## src/rtl/multicycle_control_fsm.sv

```systemverilog
// Multicycle ARM control unit: sequences each instruction through
// Fetch/Decode/Execute/Writeback and emits raw (unconditioned) strobes,
// datapath mux selects and ALU control.
// Optional feature: define UNDEF_TRAP_EN to make Op=11 trap into HALT
// (left only by reset); otherwise Op=11 is a no-op that sets Illegal.
module multicycle_control_fsm #(
  parameter int unsigned STATE_W = 4
) (
  input  logic       CLK,
  input  logic       RESET_N,
  input  logic [1:0] Op,
  input  logic [5:0] Funct,
  input  logic [3:0] Rd,
  output logic       IRWrite,
  output logic       NextPC,
  output logic       PCS,
  output logic       RegW,
  output logic       MemW,
  output logic [1:0] FlagW,
  output logic       AdrSrc,
  output logic [1:0] ALUSrcA,
  output logic [1:0] ALUSrcB,
  output logic [1:0] ResultSrc,
  output logic [1:0] ALUControl,
  output logic [1:0] ImmSrc,
  output logic [1:0] RegSrc,
  output logic       Illegal
);

  typedef enum logic [STATE_W-1:0] {
    FETCH, DECODE, MEMADR, MEMREAD, MEMWB, MEMWRITE,
    EXECR, EXECI, ALUWB, BRANCH, HALT
  } state_t;

  state_t state, state_next;
  logic   illegal_q;
  logic   ir_write, next_pc, reg_w, mem_w, branch, alu_op;

  // State register, asynchronously forced to FETCH by reset.
  always_ff @(posedge CLK or negedge RESET_N) begin
    if (!RESET_N) state <= FETCH;
    else          state <= state_next;
  end

  // Sticky illegal-opcode flag, cleared only by reset.
  always_ff @(posedge CLK or negedge RESET_N) begin
    if (!RESET_N)                          illegal_q <= 1'b0;
    else if (state == DECODE && Op == 2'b11) illegal_q <= 1'b1;
  end

  // Next-state sequencing.
  always_comb begin
    state_next = FETCH;
    case (state)
      FETCH:  state_next = DECODE;
      DECODE: begin
        case (Op)
          2'b01:   state_next = MEMADR;
          2'b00:   state_next = Funct[5] ? EXECI : EXECR;
          2'b10:   state_next = BRANCH;
`ifdef UNDEF_TRAP_EN
          default: state_next = HALT;
`else
          default: state_next = FETCH;
`endif
        endcase
      end
      MEMADR:   state_next = Funct[0] ? MEMREAD : MEMWRITE;
      MEMREAD:  state_next = MEMWB;
      EXECR:    state_next = ALUWB;
      EXECI:    state_next = ALUWB;
`ifdef UNDEF_TRAP_EN
      HALT:     state_next = HALT;
`endif
      default:  state_next = FETCH;
    endcase
  end

  // Moore outputs plus ALU decode; strobes are masked while reset is held
  // because the state register already sits in FETCH during reset.
  always_comb begin
    ir_write   = 1'b0;
    next_pc    = 1'b0;
    reg_w      = 1'b0;
    mem_w      = 1'b0;
    branch     = 1'b0;
    alu_op     = 1'b0;
    AdrSrc     = 1'b0;
    ALUSrcA    = '0;
    ALUSrcB    = '0;
    ResultSrc  = '0;
    ALUControl = '0;
    FlagW      = '0;
    ImmSrc     = Op;
    RegSrc     = {Op == 2'b01, Op == 2'b10};
    case (state)
      FETCH: begin
        ALUSrcA   = 2'b01;
        ALUSrcB   = 2'b10;
        ResultSrc = 2'b10;
        ir_write  = 1'b1;
        next_pc   = 1'b1;
      end
      DECODE: begin
        ALUSrcA   = 2'b01;
        ALUSrcB   = 2'b10;
        ResultSrc = 2'b10;
      end
      MEMADR:   ALUSrcB = 2'b01;
      MEMREAD:  AdrSrc  = 1'b1;
      MEMWB: begin
        ResultSrc = 2'b01;
        reg_w     = 1'b1;
      end
      MEMWRITE: begin
        AdrSrc = 1'b1;
        mem_w  = 1'b1;
      end
      EXECR:    alu_op = 1'b1;
      EXECI: begin
        ALUSrcB = 2'b01;
        alu_op  = 1'b1;
      end
      ALUWB:    reg_w = 1'b1;
      BRANCH: begin
        ALUSrcA   = 2'b10;
        ALUSrcB   = 2'b01;
        ResultSrc = 2'b10;
        branch    = 1'b1;
      end
      HALT: begin
        ImmSrc = '0;
        RegSrc = '0;
      end
      default: ;
    endcase
    if (alu_op) begin
      case (Funct[4:1])
        4'b0100: ALUControl = 2'b00;
        4'b0010: ALUControl = 2'b01;
        4'b0000: ALUControl = 2'b10;
        4'b1100: ALUControl = 2'b11;
        default: ALUControl = 2'b00;
      endcase
      FlagW[1] = Funct[0];
      FlagW[0] = Funct[0] & ~ALUControl[1];
    end
    if (!RESET_N) FlagW = '0;
    IRWrite = ir_write & RESET_N;
    NextPC  = next_pc  & RESET_N;
    RegW    = reg_w    & RESET_N;
    MemW    = mem_w    & RESET_N;
    PCS     = (branch | ((Rd == 4'hF) & reg_w)) & RESET_N;
  end

  assign Illegal = illegal_q;

endmodule

```

## config.mk

```make
export PLATFORM = sky130hd
export DESIGN_NAME = multicycle_control_fsm
export DESIGN_NICKNAME = d
export VERILOG_FILES = /design/src/rtl/multicycle_control_fsm.sv
export SDC_FILE = /design/constraint.sdc
export NUM_CORES = 1
export LEC_CHECK = 0
export CAP_MARGIN = 40
export CORE_UTILIZATION = 34
export DETAILED_ROUTE_END_ITERATION = 7
export GPL_ROUTABILITY_DRIVEN = 0
export GPL_TIMING_DRIVEN = 1
export PLACE_DENSITY = 0.76
export SLEW_MARGIN = 20
export SYNTH_ARGS = -nofsm -noshare
export SYNTH_HDL_FRONTEND = slang
export SYNTH_SLANG_ARGS = --single-unit
```

## constraint.sdc

```tcl
create_clock -name CLK -period 1.65 [get_ports CLK]
set_input_delay 0.33 -clock CLK [delete_from_list [all_inputs] [get_ports CLK]]
set_output_delay 0.33 -clock CLK [all_outputs]
set_load 0.02 [all_outputs]
```

### Word level (Yosys, flattened, before mapping)

Cells that the tools add are included.

* register bits after elaboration: 5

* eq/ne operators: 16
* mux-type cells: 20
* bitwise logic cells: 8
* reductions and logical operators: 10

Operator list (count)
* $eq 4x4->1 const B: 5
* $pmux 4 s5: 1
* $eq 4x3->1 const B: 4
* $eq 4x2->1 const B: 3
* $mux 2: 6
* $pmux 2 s2: 3
* $pmux 4 s3: 1
* $logic_not 4->1: 2
* $reduce_or 2->1: 4
* $mux 1: 7
* $and 1x1->1: 6
* $pmux 2 s3: 1
* $reduce_or 3->1: 2
* $eq 2x2->1 const B: 2
* $eq 4x1->1 const B: 1
* $mux 3: 1
* $eq 2x1->1 const B: 1
* $logic_not 2->1: 1
* $logic_and 1x1->1: 1
* $not 1->1: 1
* $or 1x1->1: 1

### Longest topological paths before layout

Gate-level depths: netlist of run 1.

* depth in word-level cells: 8
* gate-level depth with buffers: 5

### Worst setup path after synthesis of run 1

OpenSTA, ideal clock, no wires.

* path kind: register to output
* start: register state[2]
* end: output port NextPC
* arrival time: 1347 ps
* setup slack: -27 ps
* cell stages (with the launch flop): 5
* path buffers: 2
* path through: dfrtp_1 > buf_6 > or2_2 > nor2_1 > buf_4

* cells in the longest elaborated chain, start to end: 3

RTL lines
* start, declared: RTL line 35 `state_t state, state_next;`
* start signal, assigned: RTL line 42 `else state <= state_next;`
* $logic_not 4->1
* $mux 1
* $and 1x1->1
* end, declared: RTL line 15 `output logic NextPC,`

Every way passes these cells.

### Final worst setup path of run 1

* start: register state[1]
* end: output port RegSrc[1]

* cells in the longest elaborated chain, start to end: 2

RTL lines
* $eq 4x4->1: RTL line 96 `case (state)`
* $mux 2: RTL line 96
* end, declared: RTL line 26 `output logic [1:0] RegSrc,`

Every way passes these cells.

==> results.cfg, run 1 <==
[layout]
finalNonFillerCells = 133
n_fill_cell = 128
final_util = 0.707
antenna_cells = 0
final_common_cell = buf_4
fin_nets = 133
final_cell_mix = buf_4, buf_2, clkdlybuf4s50_1, nor2_1, nand2_1
drive_above_1_share = 0.525
area_growth_pct = 88.4

[drt]
totalWireLength_um = 1500
drt-vias-per-instance = 4.76
ant_nets = 0
drc = 0
dr.pass1.iters = 3
wl_per_cell_um = 11.3
vias = 633
drtIter0Drc = 1

[sta]
fin_crit_ns = 1.69
tightest_slew_ns = 0.257
setup_slack_ns = -0.0438
finalClockSkew_ns = 0.00211
setup_viol = 3
min_period_over_period = 1.03
slew_headroom = 0.828
rsz0062_at_grt = yes
final-hold-violation-count = 0
finalMaxSlewViolations = 0
max_freq_mhz = 590

[cts]
insertion_delay_ns = 0.24
path_clk_slew_ns = 0.04
cts_hold_buf = 0
root_buffer = clkbuf_4
clock-sinks = 5
h-tree-depth = 1
cts_buffers = 3
cts_tree = done
clockBufferDepth = 2

[yosys]
ys_async_sr_fraction = 1.00
avgSynthCellArea_um2 = 7.56
netlist_area_um2 = 507
seq_area_frac_synth = 0.247
yosys_warnings = 0
netlist_instances = 67
synth-edff-count = 0
synth_ff_type = dfrtp_1
syn_nets = 81
ys_types = 29
ys_ff_latch = 5

[global_route]
grt_use_met3 = 0.0167
grtUsageTotal = 0.203
top_usage_layer = met2
grt_remaining_overflow = 0
grt_util_met2 = 0.385
gr-usage-met1 = 0.218
grt_pass1_wl_um = 2210
first_global_vias = 551
grt_max_degree = 8
grt_antenna_before_repair = 0

[critical_path]
required_ns = 1.32
cp_max_fo = 6
critPathKind = flop to primary output
arrival_ns = 1.36
critical_path.cell_chain = and4bb_2, nor2b_2, nor2b_1, buf_4
cp_slowest_cell = dfrtp_2
crit_path_max_incr_delay_ns = 0.44
end_kind = primary output
start_kind = flop

[floorplanning]
die_width_um = 40.6
num_rows = 13
die-area_mm2 = 0.00165
initial_core_util = 0.375
die_h_um = 40.6
io_pins = 35
core_mm2 = 0.00135

[power_and_ir_drop]
intPower_mw = 0.844
seq_power_share = 0.162
clkPwrFrac = 0.089
power_density_mw_per_mm2 = 1630
combPwrFrac = 0.748
peakVddDrop_mv = 0.684
switching_share = 0.458
p_leak_nw = 0.479
power_switching_mw = 0.713

[min_path]
min_path_type = input pin to asynchronous set/reset pin

[placement]
dpl_worst_slack_ns = -0.602
dp.cells = 127
io_buffers = 34
dpl.hpwl_um = 1210

[status]
failed_checks = negative setup slack
status = finished with violations

[run]
maxCapViolCount = 0
repair_timing:
action                                 in CTS  in global routing
setup endpoints to repair                  20                 13
pin swaps                                   3                  5
gates resized for setup                    98                 18
endpoints found under the hold margin       0                  0
buffers inserted                            2                  0
worst paths after layout:
check | from | end | slack, ns | depth (start not counted)
worst max-delay path | state[1]$_DFF_PN0_ | RegSrc[1] | -0.04 | 4
worst min-delay path | RESET_N | state[1]$_DFF_PN0_ | 0.29 | 2
worst max register to register | state[1]$_DFF_PN0_ | state[3]$_DFF_PN0_ | 0.31 | 4
worst min register to register | Illegal$_DFFE_PN0P_ | Illegal$_DFFE_PN0P_ | 0.47 | 1
max in group asynchronous | RESET_N | state[0]$_DFF_PN0_ | 1.25 | 2
min in group CLK | Illegal$_DFFE_PN0P_ | Illegal$_DFFE_PN0P_ | 0.47 | 1
state kept, by name, summed over array words and instances, names as in the netlist:
register	flops
Illegal	1
state	4
per-layer routing:
layer | routed length (um) | vias to the layer above
met2 | 767 | 27
met1 | 584 | 277
met3 | 125 | 2
met4 | 21 | 0
met5 | 0 | -
li1 | - | 327
cells by family (layout without fill, tap and decap cells):
kind of cell,Yosys count,after routing,share of synthesized area
DFF,5,5,0.247
buffers and inverters,8,59,0.119
AOI/OAI and AO/OA,11,11,0.131
xor gates and xnor gates,3,3,0.0519
and+or+nand+nor,40,40,0.452
critical path, delay by kind of cell, from the launching register on:
| kind | cells | cell delay [ns] |
|---|---|---|
| AND/OR/NAND/NOR | 3 | 0.53 |
| flip-flops | 1 | 0.44 |
| buffers and inverters | 1 | 0.15 |
area by class of cell:
class	instances	area, um^2	area share
clock buffer	4	26.3	0.0275
inverter	3	11.3	0.0118
multi-input combinational	54	363	0.380
sequential	5	129	0.135
tap	15	18.8	0.0197
timing repair buffer	52	407	0.426
power groups by stage:
stage               clock network, mW  registers, mW  logic (mW)
floorplan                           0          0.215       0.732
global placement                    0          0.235        1.18
detailed placement                  0          0.239        1.20
CTS                             0.146          0.238        1.14
global route                    0.157          0.265        1.27
finish                          0.139          0.253        1.17
stage by stage:
step           power (mW)  TNS [ns]  hold WS [ns]  cell area, um^2
2_1_floorplan       0.947         0        0.0344              512
3_3_place_gp         1.41     -6.79         0.467              942
3_5_place_dp         1.44     -6.93         0.456              942
4_1_cts              1.53    -0.181         0.282              922
5_1_grt              1.69    -0.657         0.307              955
6_report             1.56   -0.0653         0.285              955
cells in the mapped netlist, types with 2 or more instances:
library cell / number / area, um^2
o21ai_0: 4 / 20.0
nand3b_1: 2 / 15.0
buf_4: 2 / 15.0
nor2b_1: 4 / 25.0
nor3_1: 4 / 20.0
nand2_1: 7 / 26.3
dfrtp_1: 5 / 125
inv_1: 3 / 11.3
buf_6: 3 / 33.8
a21oi_1: 4 / 20.0
nand2b_2: 2 / 17.5
nor2_1: 9 / 33.8
xnor2_1: 2 / 17.5
Note: power is estimated with default switching activity, not from simulation.
==> inputs of run 2 (changes only) <==
SKIP_LAST_GASP = 1   (was not set)
==> results.cfg, run 2 (synthesized netlist as in run 1, its figures left out) <==
[status]
status = finished with violations
failed_checks = negative setup slack

[floorplanning]
die_width_um = 40.6
core_mm2 = 0.00135
io_pins = 35
die_h_um = 40.6
initial_core_util = 0.375
num_rows = 13
die-area_mm2 = 0.00165

[drt]
drc = 0
met2WireLength_um = 766
highest_layer = met4
dr.pass1.iters = 3
ant_nets = 0
wl_per_cell_um = 11.2
drtIter0Drc = 1
dr_wl_met3_um = 125
drt-vias-per-instance = 4.76
totalWireLength_um = 1500
drt-met1-wl_um = 582
vias = 633

[cts]
h-tree-depth = 1
insertion_delay_ns = 0.24
cts_tree = done
clockBufferDepth = 2
cts_hold_buf = 0
path_clk_slew_ns = 0.04
clock-sinks = 5
root_buffer = clkbuf_4
cts_buffers = 3

[global_route]
grtUsageTotal = 0.203
first_global_vias = 551
grt_pass1_wl_um = 2210
grt_antenna_before_repair = 0
grt_remaining_overflow = 0
grt_max_degree = 8

[layout]
final_cell_mix = buf_4, buf_2, clkdlybuf4s50_1, nor2_1, nand2_1
n_fill_cell = 129
fin_nets = 133
fin_area_um2 = 952
final_common_cell = buf_4
largest_register_ffs = 4
antenna_cells = 0
area_growth_pct = 87.9
drive_above_1_share = 0.525
layout.area.seq_um2 = 129
multiInputGateArea_um2 = 363
regMostFlops = state

[sta]
whs_ns = 0.285
fin_crit_ns = 1.69
max_freq_mhz = 590
setup_slack_ns = -0.0438
tightest_slew_ns = 0.258
final-hold-violation-count = 0
fin_setup_tns_ns = -0.0653
finalMaxSlewViolations = 0
setup_viol = 3
slew_headroom = 0.828
min_period_over_period = 1.03
finalClockSkew_ns = 0.00211
rsz0062_at_grt = yes

[critical_path]
critPathKind = flop to primary output
end_kind = primary output
cp_max_fo = 6
required_ns = 1.32
arrival_ns = 1.36
start_kind = flop

[power_and_ir_drop]
peakVddDrop_mv = 0.684
power_density_mw_per_mm2 = 1640
p_leak_nw = 0.479

[placement]
placed_area_um2 = 942
dpl.hpwl_um = 1210
dpl_worst_slack_ns = -0.602
io_buffers = 34

[min_path]
min_path_type = input pin to asynchronous set/reset pin

[run]
maxCapViolCount = 0
-- run 2: cell counts in the layout (fill, tap and decap cells not counted) --
Identical to the previous run, type by type.
-- run 2: worst max-delay path, cell delays in order (launching register included) --
cell and delay, ns:
dfrtp_2 0.44, and4bb_2 0.27, nor2b_2 0.12, nor2b_1 0.14, buf_4 0.15
-- run 2: layout make-up --
cell class,instances,area share
Multi-Input combinational cell,54,0.381
Sequential cell,5,0.135
Tap cell,15,0.0197
Clock buffer,4,0.0276
Inverter,3,0.0118
Timing Repair Buffer,52,0.424
-- run 2: timing repair --
item,in CTS,in global routing
setup buffers,2,0
endpoints found under the setup margin,20,13
pin swaps,3,5
resized for setup,98,17
-- run 2: stage by stage --
step           power, mW  std cells  utilization
6_report            1.56        133        0.705
5_1_grt             1.69        133        0.705
4_1_cts             1.53        133        0.683
3_5_place_dp        1.44        127        0.698
3_3_place_gp        1.41        127        0.698
2_1_floorplan      0.947         67            -
-- run 2: layer usage --
| metal | up-vias | global-route usage |
|---|---|---|
| met1 | 277 | 0.218 |
| li1 | 327 | - |
| met5 | - | 0 |
| met3 | 2 | 0.0167 |
| met4 | 0 | 0.100 |
| met2 | 27 | 0.385 |
-- run 2: final timing paths --
path / to / startpoint / depth (start not counted) / slack (ns)
setup / recovery: RegSrc[1] / state[1]$_DFF_PN0_ / 4 / -0.04
hold / removal: state[1]$_DFF_PN0_ / RESET_N / 2 / 0.29
setup reg to reg: state[3]$_DFF_PN0_ / state[1]$_DFF_PN0_ / 4 / 0.31
hold reg to reg: Illegal$_DFFE_PN0P_ / Illegal$_DFFE_PN0P_ / 1 / 0.47
max in group asynchronous: state[0]$_DFF_PN0_ / RESET_N / 2 / 1.25
min in group CLK: Illegal$_DFFE_PN0P_ / Illegal$_DFFE_PN0P_ / 1 / 0.47
-- run 2: power by group --
| part | switching, mW | total, mW | internal (mW) |
|---|---|---|---|
| logic | 0.593 | 1.16 | 0.572 |
| clock network | 0.0480 | 0.139 | 0.0913 |
| registers | 0.0716 | 0.253 | 0.181 |
| total | 0.713 | 1.56 | 0.844 |
